<file path="config.mk">
export PLATFORM = sky130hd
export DESIGN_NAME = serial_readout_tx
export DESIGN_NICKNAME = d
export VERILOG_FILES = /design/src/rtl/readout_pkg.sv /design/src/rtl/serial_readout_tx_piso_shreg.sv /design/src/rtl/serial_readout_tx.sv
export SDC_FILE = /design/constraint.sdc
export NUM_CORES = 1
export LEC_CHECK = 0
export ABC_CLOCK_PERIOD_IN_PS = 2000
export BUFFER_PORTS_ARGS = -buffer_cell sky130_fd_sc_hd__clkbuf_2
export CORE_MARGIN = 8
export CORE_UTILIZATION = 40
export DETAILED_ROUTE_END_ITERATION = 12
export MAX_ROUTING_LAYER = met4
export SLEW_MARGIN = 20
export SYNTH_ARGS = -nofsm -noshare
export SYNTH_HDL_FRONTEND = slang
export SYNTH_SLANG_ARGS = --single-unit
</file>
<file path="constraint.sdc">
create_clock -name clk -period 2 [get_ports clk]
set_input_delay 0.5 -clock clk [delete_from_list [all_inputs] [get_ports clk]]
set_output_delay 0.5 -clock clk [all_outputs]
set_load 0.01 [all_outputs]
</file>
<file path="src/rtl/readout_pkg.sv">
// Shared types and constants for the result readout path.
// SERIAL_PARITY_EN appends one even-parity bit to the readout stream.
package readout_pkg;

  localparam int RD_WORD_W    = 16;
  localparam int RD_NUM_WORDS = 3;
  // Address width shared with the scan-chain register map
  localparam int RD_ADDR_W    = 11;
  localparam int RD_DATA_LEN  = RD_WORD_W * RD_NUM_WORDS;
`ifdef SERIAL_PARITY_EN
  localparam int RD_STREAM_LEN = RD_DATA_LEN + 1;
`else
  localparam int RD_STREAM_LEN = RD_DATA_LEN;
`endif

  typedef enum logic [1:0] {
    ST_IDLE,
    ST_FETCH,
    ST_SHIFT,
    ST_DONE
  } rtx_state_t;

endpackage

</file>
<file path="src/rtl/serial_readout_tx_piso_shreg.sv">
// Parallel-load, MSB-first shift register; load takes priority over shift.
module piso_shreg #(
  parameter int W = 48
) (
  input  logic         clk,
  input  logic         rst_n,
  input  logic         load,
  input  logic         shift,
  input  logic [W-1:0] din,
  output logic         dout
);

  logic [W-1:0] q;

  always_ff @(posedge clk or negedge rst_n) begin
    if (!rst_n) begin
      q <= '0;
    end else if (load) begin
      q <= din;
    end else if (shift) begin
      q <= {q[W-2:0], 1'b0};
    end
  end

  assign dout = q[W-1];

endmodule

</file>
<file path="src/rtl/serial_readout_tx.sv">
// Result readout serializer: one memory read per request, then MSB-first stream.
// Optional SERIAL_PARITY_EN appends an even-parity bit after the data bits.
module serial_readout_tx
  import readout_pkg::*;
#(
  parameter int WORD_W    = RD_WORD_W,
  parameter int NUM_WORDS = RD_NUM_WORDS,
  parameter int ADDR_W    = RD_ADDR_W
) (
  input  logic              clk,
  input  logic              rst_n,
  input  logic              read_external,
  input  logic [ADDR_W-1:0] read_addr,
  output logic              rd_en,
  output logic [ADDR_W-1:0] rd_addr,
  input  logic [WORD_W-1:0] rd_data0,
  input  logic [WORD_W-1:0] rd_data1,
  input  logic [WORD_W-1:0] rd_data2,
  output logic              serial_out,
  output logic              serial_valid,
  output logic              busy
);

  localparam int DATA_LEN = NUM_WORDS * WORD_W;
`ifdef SERIAL_PARITY_EN
  localparam int STREAM_LEN = DATA_LEN + 1;
`else
  localparam int STREAM_LEN = DATA_LEN;
`endif
  localparam int CNT_W = $clog2(STREAM_LEN + 1);
  localparam logic [CNT_W-1:0] CNT_LOAD = CNT_W'(STREAM_LEN - 1);

  rtx_state_t             state, state_nxt;
  logic [CNT_W-1:0]       cnt, cnt_nxt;
  logic                   sh_load, sh_shift, sh_dout;
  logic [DATA_LEN-1:0]    fetch_word;
  logic [STREAM_LEN-1:0]  load_val;

  assign fetch_word = {rd_data0, rd_data1, rd_data2};
`ifdef SERIAL_PARITY_EN
  // Parity rides as the last shift-register bit so it leaves right after bit 0
  assign load_val = {fetch_word, ^fetch_word};
`else
  assign load_val = fetch_word;
`endif

  always_ff @(posedge clk or negedge rst_n) begin
    if (!rst_n) begin
      state <= ST_IDLE;
      cnt   <= '0;
    end else begin
      state <= state_nxt;
      cnt   <= cnt_nxt;
    end
  end

  always_comb begin
    state_nxt = state;
    cnt_nxt   = cnt;
    sh_load   = 1'b0;
    sh_shift  = 1'b0;
    rd_en     = 1'b0;
    rd_addr   = read_addr;
    case (state)
      ST_IDLE: begin
        rd_en = read_external;
        if (read_external) state_nxt = ST_FETCH;
      end
      ST_FETCH: begin
        if (!read_external) begin
          state_nxt = ST_IDLE;
        end else begin
          sh_load   = 1'b1;
          cnt_nxt   = CNT_LOAD;
          state_nxt = ST_SHIFT;
        end
      end
      ST_SHIFT: begin
        if (!read_external) begin
          state_nxt = ST_IDLE;
        end else begin
          sh_shift = 1'b1;
          if (cnt == '0) state_nxt = ST_DONE;
          else           cnt_nxt   = cnt - 1'b1;
        end
      end
      ST_DONE: begin
        // A fresh request needs read_external to fall first
        if (!read_external) state_nxt = ST_IDLE;
      end
      default: state_nxt = ST_IDLE;
    endcase
  end

  piso_shreg #(.W(STREAM_LEN)) u_shreg (
    .clk   (clk),
    .rst_n (rst_n),
    .load  (sh_load),
    .shift (sh_shift),
    .din   (load_val),
    .dout  (sh_dout)
  );

  // Stale register contents after an abort are masked outside SHIFT
  assign serial_valid = (state == ST_SHIFT);
  assign serial_out   = serial_valid & sh_dout;
  assign busy         = (state != ST_IDLE);

endmodule
</file>
==> run summary, run 1 <==
Synth Instances -> 304
drt drc -> 0
number of synthesized flops with an enable pin -> 0
CTS tree -> built
FF-to-FF setup slack -> 0.38 ns
gpl congestion -> 0.901
Pwr Density -> 1070 nW/µm²
Die Height -> 101 µm
initial antenna violation count -> 0
sequential area share after synthesis -> 0.488
worst skew pair latency -> 0.31 ns
per-cell routed wire length -> 16.9 µm
Vias/cell -> 5.85
type of origin of the critical path -> flop
Slew Viols, Final -> 0
critical path class -> flop to output port
H-tree depth -> 2
IO Port Bufs -> 54
synth unique cells -> 39
setup slack after placement -> 0.210 ns
RSZ-0062 raised after global routing -> false
Initial Util -> 0.404
Tmin final -> 1.88 ns
Total Wirelength -> 7.39 mm
PostCTS Resize Cnt -> 0
critical path fanouts, max -> 8
diodes inserted -> 0
Slew @ Worst Pin -> 0.510 ns
crit path DAT -> 1.38 ns
Pleak -> 1.30 nW
clock buffer count from CTS -> 5
Sink Count -> 56
largest net degree at the start of global routing -> 57
crit share post-route -> 0.940
postcts setup bufs -> 0
synth warn -> 0
Tot GR Track Use -> 0.153
share of layout cells above drive strength 1 -> 0.233
Post-Syn Nets -> 368
Worst EP required -> 1.50 ns
root buffer cell -> clkbuf_8
worst vdd ir -> 0.403 mV
final setup TNS -> 0 ns
area delta synth->final -> 13.2%
die width -> 101 µm
CORE AREA -> 7100 µm²
die area -> 10100 µm²
Netlist Area Pre-Place -> 2870 µm²
Hold Fails Final Rpt -> 0
first-pass GRT wire length -> 12.4 mm
Setup-failing EPs final -> 0
clock-pin slew on the worst setup and hold paths -> 0.10 ns
ys async rst share -> 1.00
mean area per synthesized cell -> 9.44 µm²
row count -> 31
register bit total from synthesis -> 56
# Max-Cap Violations -> 0
vias after detailed routing -> 2564
Post-synth top flop -> dfrtp_1
Crit. End Element -> output port
status -> finished clean
worst rel slew slack -> 0.655
achievable frequency -> 532 MHz
vias in the first global route -> 2526
Final nets -> 402
1st-pass router iterations -> 4
Worst Skew -> 0.0104 ns
Max clock buf depth -> 2
Overflow after GRT -> 0
Detailed Route Iter0 Violations -> 129
DP HPWL -> 4.67 mm
final worst-path setup slack -> 0.120 ns
Top Ports -> 77
post-route ant nets -> 0
Hold Path Class -> input pin to async pin
Post-CTS Hold Buffers -> 0
-- Yosys cell counts, types with 3 or more instances --
| master | instances | area (µm²) |
|---|---|---|
| o22ai_1 | 86 | 538 |
| dfrtp_1 | 56 | 1400 |
| a21oi_1 | 46 | 230 |
| buf_2 | 14 | 70.1 |
| buf_4 | 12 | 90.1 |
| nor2_1 | 10 | 37.5 |
| clkbuf_1 | 8 | 30.0 |
| nand2_1 | 7 | 26.3 |
| o21ai_0 | 7 | 35.0 |
| inv_1 | 6 | 22.5 |
| nand2b_1 | 5 | 31.3 |
| buf_1 | 4 | 15.0 |
| nand3_1 | 4 | 20.0 |
| o311ai_0 | 4 | 35.0 |
| a22oi_1 | 3 | 22.5 |
| and2_1 | 3 | 18.8 |
| o211ai_1 | 3 | 22.5 |
-- per-layer routing --
metal | vias up | global-route usage | wire length [µm]
li1 | 1243 | - | -
met2 | 51 | 0.237 | 3500
met1 | 1263 | 0.199 | 3560
met4 | 0 | 0.0372 | 68
met3 | 7 | 0.0318 | 258
met5 | - | - | 0
-- critical path, cell delays in order (launching register included) --
cell and delay, ns:
dfrtp_2 0.48, inv_1 0.24, nand2_1 0.12, nor2_1 0.10
clkbuf_2 0.14
-- sequential cells by signal, summed over array words and instances (netlist names) --
register	count
state	2
cnt	6
u_shreg.q	48
-- logic make-up (layout without fill, tap and decap cells) --
family                   count (synthesis)  in the layout  share of synthesized area
flip-flops                              56             56                      0.488
AO/OA/AOI/OAI                          160            160                      0.341
AND/OR/NAND/NOR                         39             39                     0.0768
adder cells (fa/ha/maj)                  2              2                    0.00872
buffers and inverters                   46             81                     0.0820
XOR/XNOR                                 1              1                    0.00305
-- cell type report --
type                    instances  area [µm²]
flip-flops and latches         56        1400
repair buffers                 65         365
inverters                       8        30.0
multi-input cells             202        1240
well taps                      99         124
fillers                       711        3850
clock inverters                 2        16.3
clock buffers                   6        72.6
-- metrics by stage --
step                      std cells  instance area [µm²]   util  hold slack (ns)  total power (W)
after floorplan                 304                 2870      -            0.204          0.00256
final                           438                 3250  0.458            0.171          0.00347
after detailed placement        430                 3160  0.445            0.531          0.00285
after global placement          430                 3160  0.445            0.534          0.00282
after CTS                       438                 3250  0.457            0.188          0.00349
after global routing            438                 3250  0.458            0.196          0.00371
-- worst paths after layout --
check / start / end / depth (start not counted)
setup / recovery: state[0] / rd_en / 4
hold / removal: rst_n / u_shreg.q[47] / 2
setup reg to reg: cnt[0] / cnt[1] / 6
min in group clk: rd_data0[3] / u_shreg.q[35] / 3
max in group asynchronous: rst_n / u_shreg.q[0] / 2
hold reg to reg: u_shreg.q[0] / u_shreg.q[0] / 2
-- power by group --
| part | switching, W | total (W) | internal [W] |
|---|---|---|---|
| registers | 0.000333 | 0.00185 | 0.00152 |
| clock network | 0.000388 | 0.000639 | 0.000251 |
| logic | 0.000493 | 0.000975 | 0.000482 |
| total | 0.00121 | 0.00347 | 0.00225 |
-- layout by cell type (no fill, tap or decap), drive strengths merged, types with 2 or more instances in the layout --
master  count
o311ai      4
clkbuf     60
clkinv      2
a211oi      2
o21ai       8
o22ai      86
a311o       2
o221ai      2
nand3b      2
nand2b      5
inv         7
buf        11
ha          2
dfrtp      56
nor2       10
o211ai      3
a21oi      46
nand2       7
a22oi       3
and2        3
nand3       4
(Power assumes the default switching activity.)
==> run 2: changes to the inputs <==
==> constraint.sdc (replaced) <==
create_clock -name clk -period 2 [get_ports clk]
set_input_delay 0.3 -clock clk [delete_from_list [all_inputs] [get_ports clk]]
set_output_delay 0.3 -clock clk [all_outputs]
set_load 0.01 [all_outputs]
==> run 2 against run 1 <==
Compared with the run above:
- maximum frequency rose by 1.5%
- clock power about the same
- global-route usage rose by 0.42 points
- routed wire length up 1.5%
- cell count shrank 0.23%
- hold slack better by 0.097 ns
- clock skew grew 0.0081 ns
- sequential power hardly changed
- largest cell class unchanged
- largest power group unchanged
==> run summary, run 2 (synthesized netlist as in run 1, its figures left out) <==
worst-path cell chain -> buf_4 -> inv_1 -> nand2_1 -> nor2_1 -> clkbuf_2
type of origin of the critical path -> flop
commonest non-fill, non-tap cells in the layout -> 86 x o22ai_1, 55 x dfrtp_1, 54 x clkbuf_2
setup slack after placement -> 0.262 ns (+0.0527 ns)
gpl congestion -> 0.820 (-9.0%)
Pleak -> 1.30 nW (+0.65%)
Vias/cell -> 5.89 (+0.70%)
placed insts -> 428 (-0.47%)
worst skew pair latency -> 0.32 ns (about the same)
Crit. End Element -> output port
row count -> 31 (unchanged)
Top Ports -> 77 (unchanged)
Sink Count -> 56 (unchanged)
crit share post-route -> 0.926 (-0.0137)
diodes inserted -> 0 (unchanged)
Non-Filler Instances -> 437 (-0.23%)
Regs by FF count -> u_shreg.q x48, cnt x6, state x2
IO Port Bufs -> 54 (unchanged)
Slew Viols, Final -> 0 (unchanged)
max reg flops -> 48 (unchanged)
cell area after layout -> 3260 µm² (+0.46%)
Total Wirelength -> 7.50 mm (+1.5%)
Sw Share -> 0.351 (+0.000678)
1st-pass router iterations -> 4 (unchanged)
worst rel slew slack -> 0.628 (-0.0267)
Hold Fails Final Rpt -> 0 (unchanged)
Pwr Density -> 1070 nW/µm² (+0.12%)
# Max-Cap Violations -> 0 (unchanged)
clock power share -> 0.183 (about the same)
commonest non-fill, non-tap cell in the layout -> o22ai_1
RSZ-0062 raised after global routing -> false
Tot GR Track Use -> 0.157 (+0.00422)
critical path class -> flop to output port
largest net degree at the start of global routing -> 44 (-23%)
Worst Skew -> 0.0185 ns (+0.00810 ns)
CP startpoint -> state[0]
Slew @ Worst Pin -> 0.556 ns (+0.0461 ns)
per-cell routed wire length -> 17.2 µm (+1.7%)
Final nets -> 401 (-0.25%)
postcts setup bufs -> 0 (unchanged)
sequential power share -> 0.529 (-0.006)
drt drc -> 0 (unchanged)
Overflow after GRT -> 0 (unchanged)
vias in the first global route -> 2554 (+1.1%)
root buffer cell -> clkbuf_8
worst vdd ir -> 0.471 mV (+17%)
Tmin final -> 1.85 ns (-0.0273 ns)
crit path max-delay cell type -> dfrtp_2
FILL cells -> 703 (-1.1%)
share of layout cells above drive strength 1 -> 0.225 (-0.00819)
status -> finished clean
Max clock buf depth -> 2 (unchanged)
die area -> 10100 µm² (unchanged)
area delta synth->final -> 13.7%
Placed Area -> 3170 µm² (+0.32%)
die width -> 101 µm (unchanged)
CORE AREA -> 7100 µm² (unchanged)
Initial Util -> 0.404 (unchanged)
critical path fanouts, max -> 13 (+5)
vias after detailed routing -> 2576 (+0.47%)
Power, Total -> 0.00349 W (+0.58%)
first-pass GRT wire length -> 12.6 mm (+2.3%)
clock buffer count from CTS -> 5 (unchanged)
Combinational Power Share -> 0.288 (+0.007)
switching pwr -> 0.00122 W (+0.77%)
hold endpoint -> u_shreg.q[14]
largest register by flop count -> u_shreg.q
CTS tree -> built
final setup TNS -> 0 ns (unchanged)
sum of buffers and inverters on the critical path -> 3 (+1)
Worst EP required -> 1.70 ns (+0.20 ns)
reg-to-reg critical path endpoint -> cnt[1]
clock-pin slew on the worst setup and hold paths -> 0.10 ns (about the same)
Setup-failing EPs final -> 0 (unchanged)
final worst-path setup slack -> 0.147 ns (+0.0273 ns)
initial antenna violation count -> 0 (unchanged)
slowest stage delay, CP -> 0.47 ns (about the same)
FF-to-FF setup slack -> 0.23 ns (-0.15 ns)
achievable frequency -> 540 MHz (+1.5%)
R2R cell count -> 5 (-1)
DP HPWL -> 4.90 mm (+4.9%)
post-route ant nets -> 0 (unchanged)
Top delay family on crit path -> buffers and inverters
H-tree depth -> 2 (unchanged)
crit path DAT -> 1.55 ns (+0.17 ns)
FF-to-FF Start -> cnt[1]
Die Height -> 101 µm (unchanged)
Detailed Route Iter0 Violations -> 196 (+52%)
P_int -> 0.00226 W (+0.47%)
hold path cells -> 3
HP Start -> rd_data2[14]
Hold Path Class -> input pin to flop
-- run 2: changes by cell type in the layout (fill, tap and decap cells not counted) --
cell | previous run | this run
buf_12 | 1 | 3
buf_4 | 10 | 6
clkinv_2 | 0 | 1
clkinv_4 | 1 | 0
clkinvlp_4 | 1 | 0
dlygate4sd3_1 | 0 | 1
inv_6 | 0 | 1
nor2b_1 | 0 | 1
nor2b_2 | 1 | 0
-- run 2: worst max path at each step --
stage | endpoint | slack, ns | depth (start not counted)
final | rd_en | 0.15 | 5
after global routing | cnt[0] | 0.03 | 5
after CTS | rd_en | 0.15 | 5
after detailed placement | cnt[0] | 0.26 | 5
after global placement | cnt[1] | 0.34 | 5
after floorplan | rd_en | 0.46 | 5
-- run 2: cell type report --
| cell class | count | area, µm² | share of cell area |
|---|---|---|---|
| clock buffers | 6 | 72.6 | 0.0222 |
| clock inverters | 2 | 13.8 | 0.00422 |
| inverters | 8 | 30.0 | 0.00920 |
| multi-input cells | 202 | 1230 | 0.378 |
| flip-flops and latches | 56 | 1400 | 0.430 |
| well taps | 99 | 124 | 0.0380 |
| repair buffers | 64 | 385 | 0.118 |
-- run 2: repair_timing --
item | CTS | global route
hold buffers | 1 | 0
gates resized for setup | 0 | 0
endpoints found under the hold margin | 17 | 0
-- run 2: worst min-delay path: stages --
cell and delay, ns:
clkbuf_2 0.08, o22ai_1 0.09, a21oi_1 0.08
-- run 2: power groups by stage --
stage	combinational (W)	clock, W	sequential [W]
global placement	0.000970	0	0.00186
detailed placement	0.00101	0	0.00186
floorplan	0.000789	0	0.00177
global route	0.00114	0.000695	0.00190
CTS	0.00101	0.000651	0.00184
finish	0.00101	0.000637	0.00184
-- run 2: per-layer routing --
layer	GRT usage	vias up	wire length [µm]
met4	0.0465	0	116
li1	-	1239	-
met5	-	-	0
met1	0.208	1254	3420
met3	0.0338	10	387
met2	0.235	73	3580
-- run 2: stage by stage --
stage          utilization  hold WS, ns
5_1_grt              0.460        0.267
2_1_floorplan            -      0.00441
6_report             0.460        0.269
3_3_place_gp         0.446        0.297
4_1_cts              0.460        0.261
3_5_place_dp         0.446        0.296
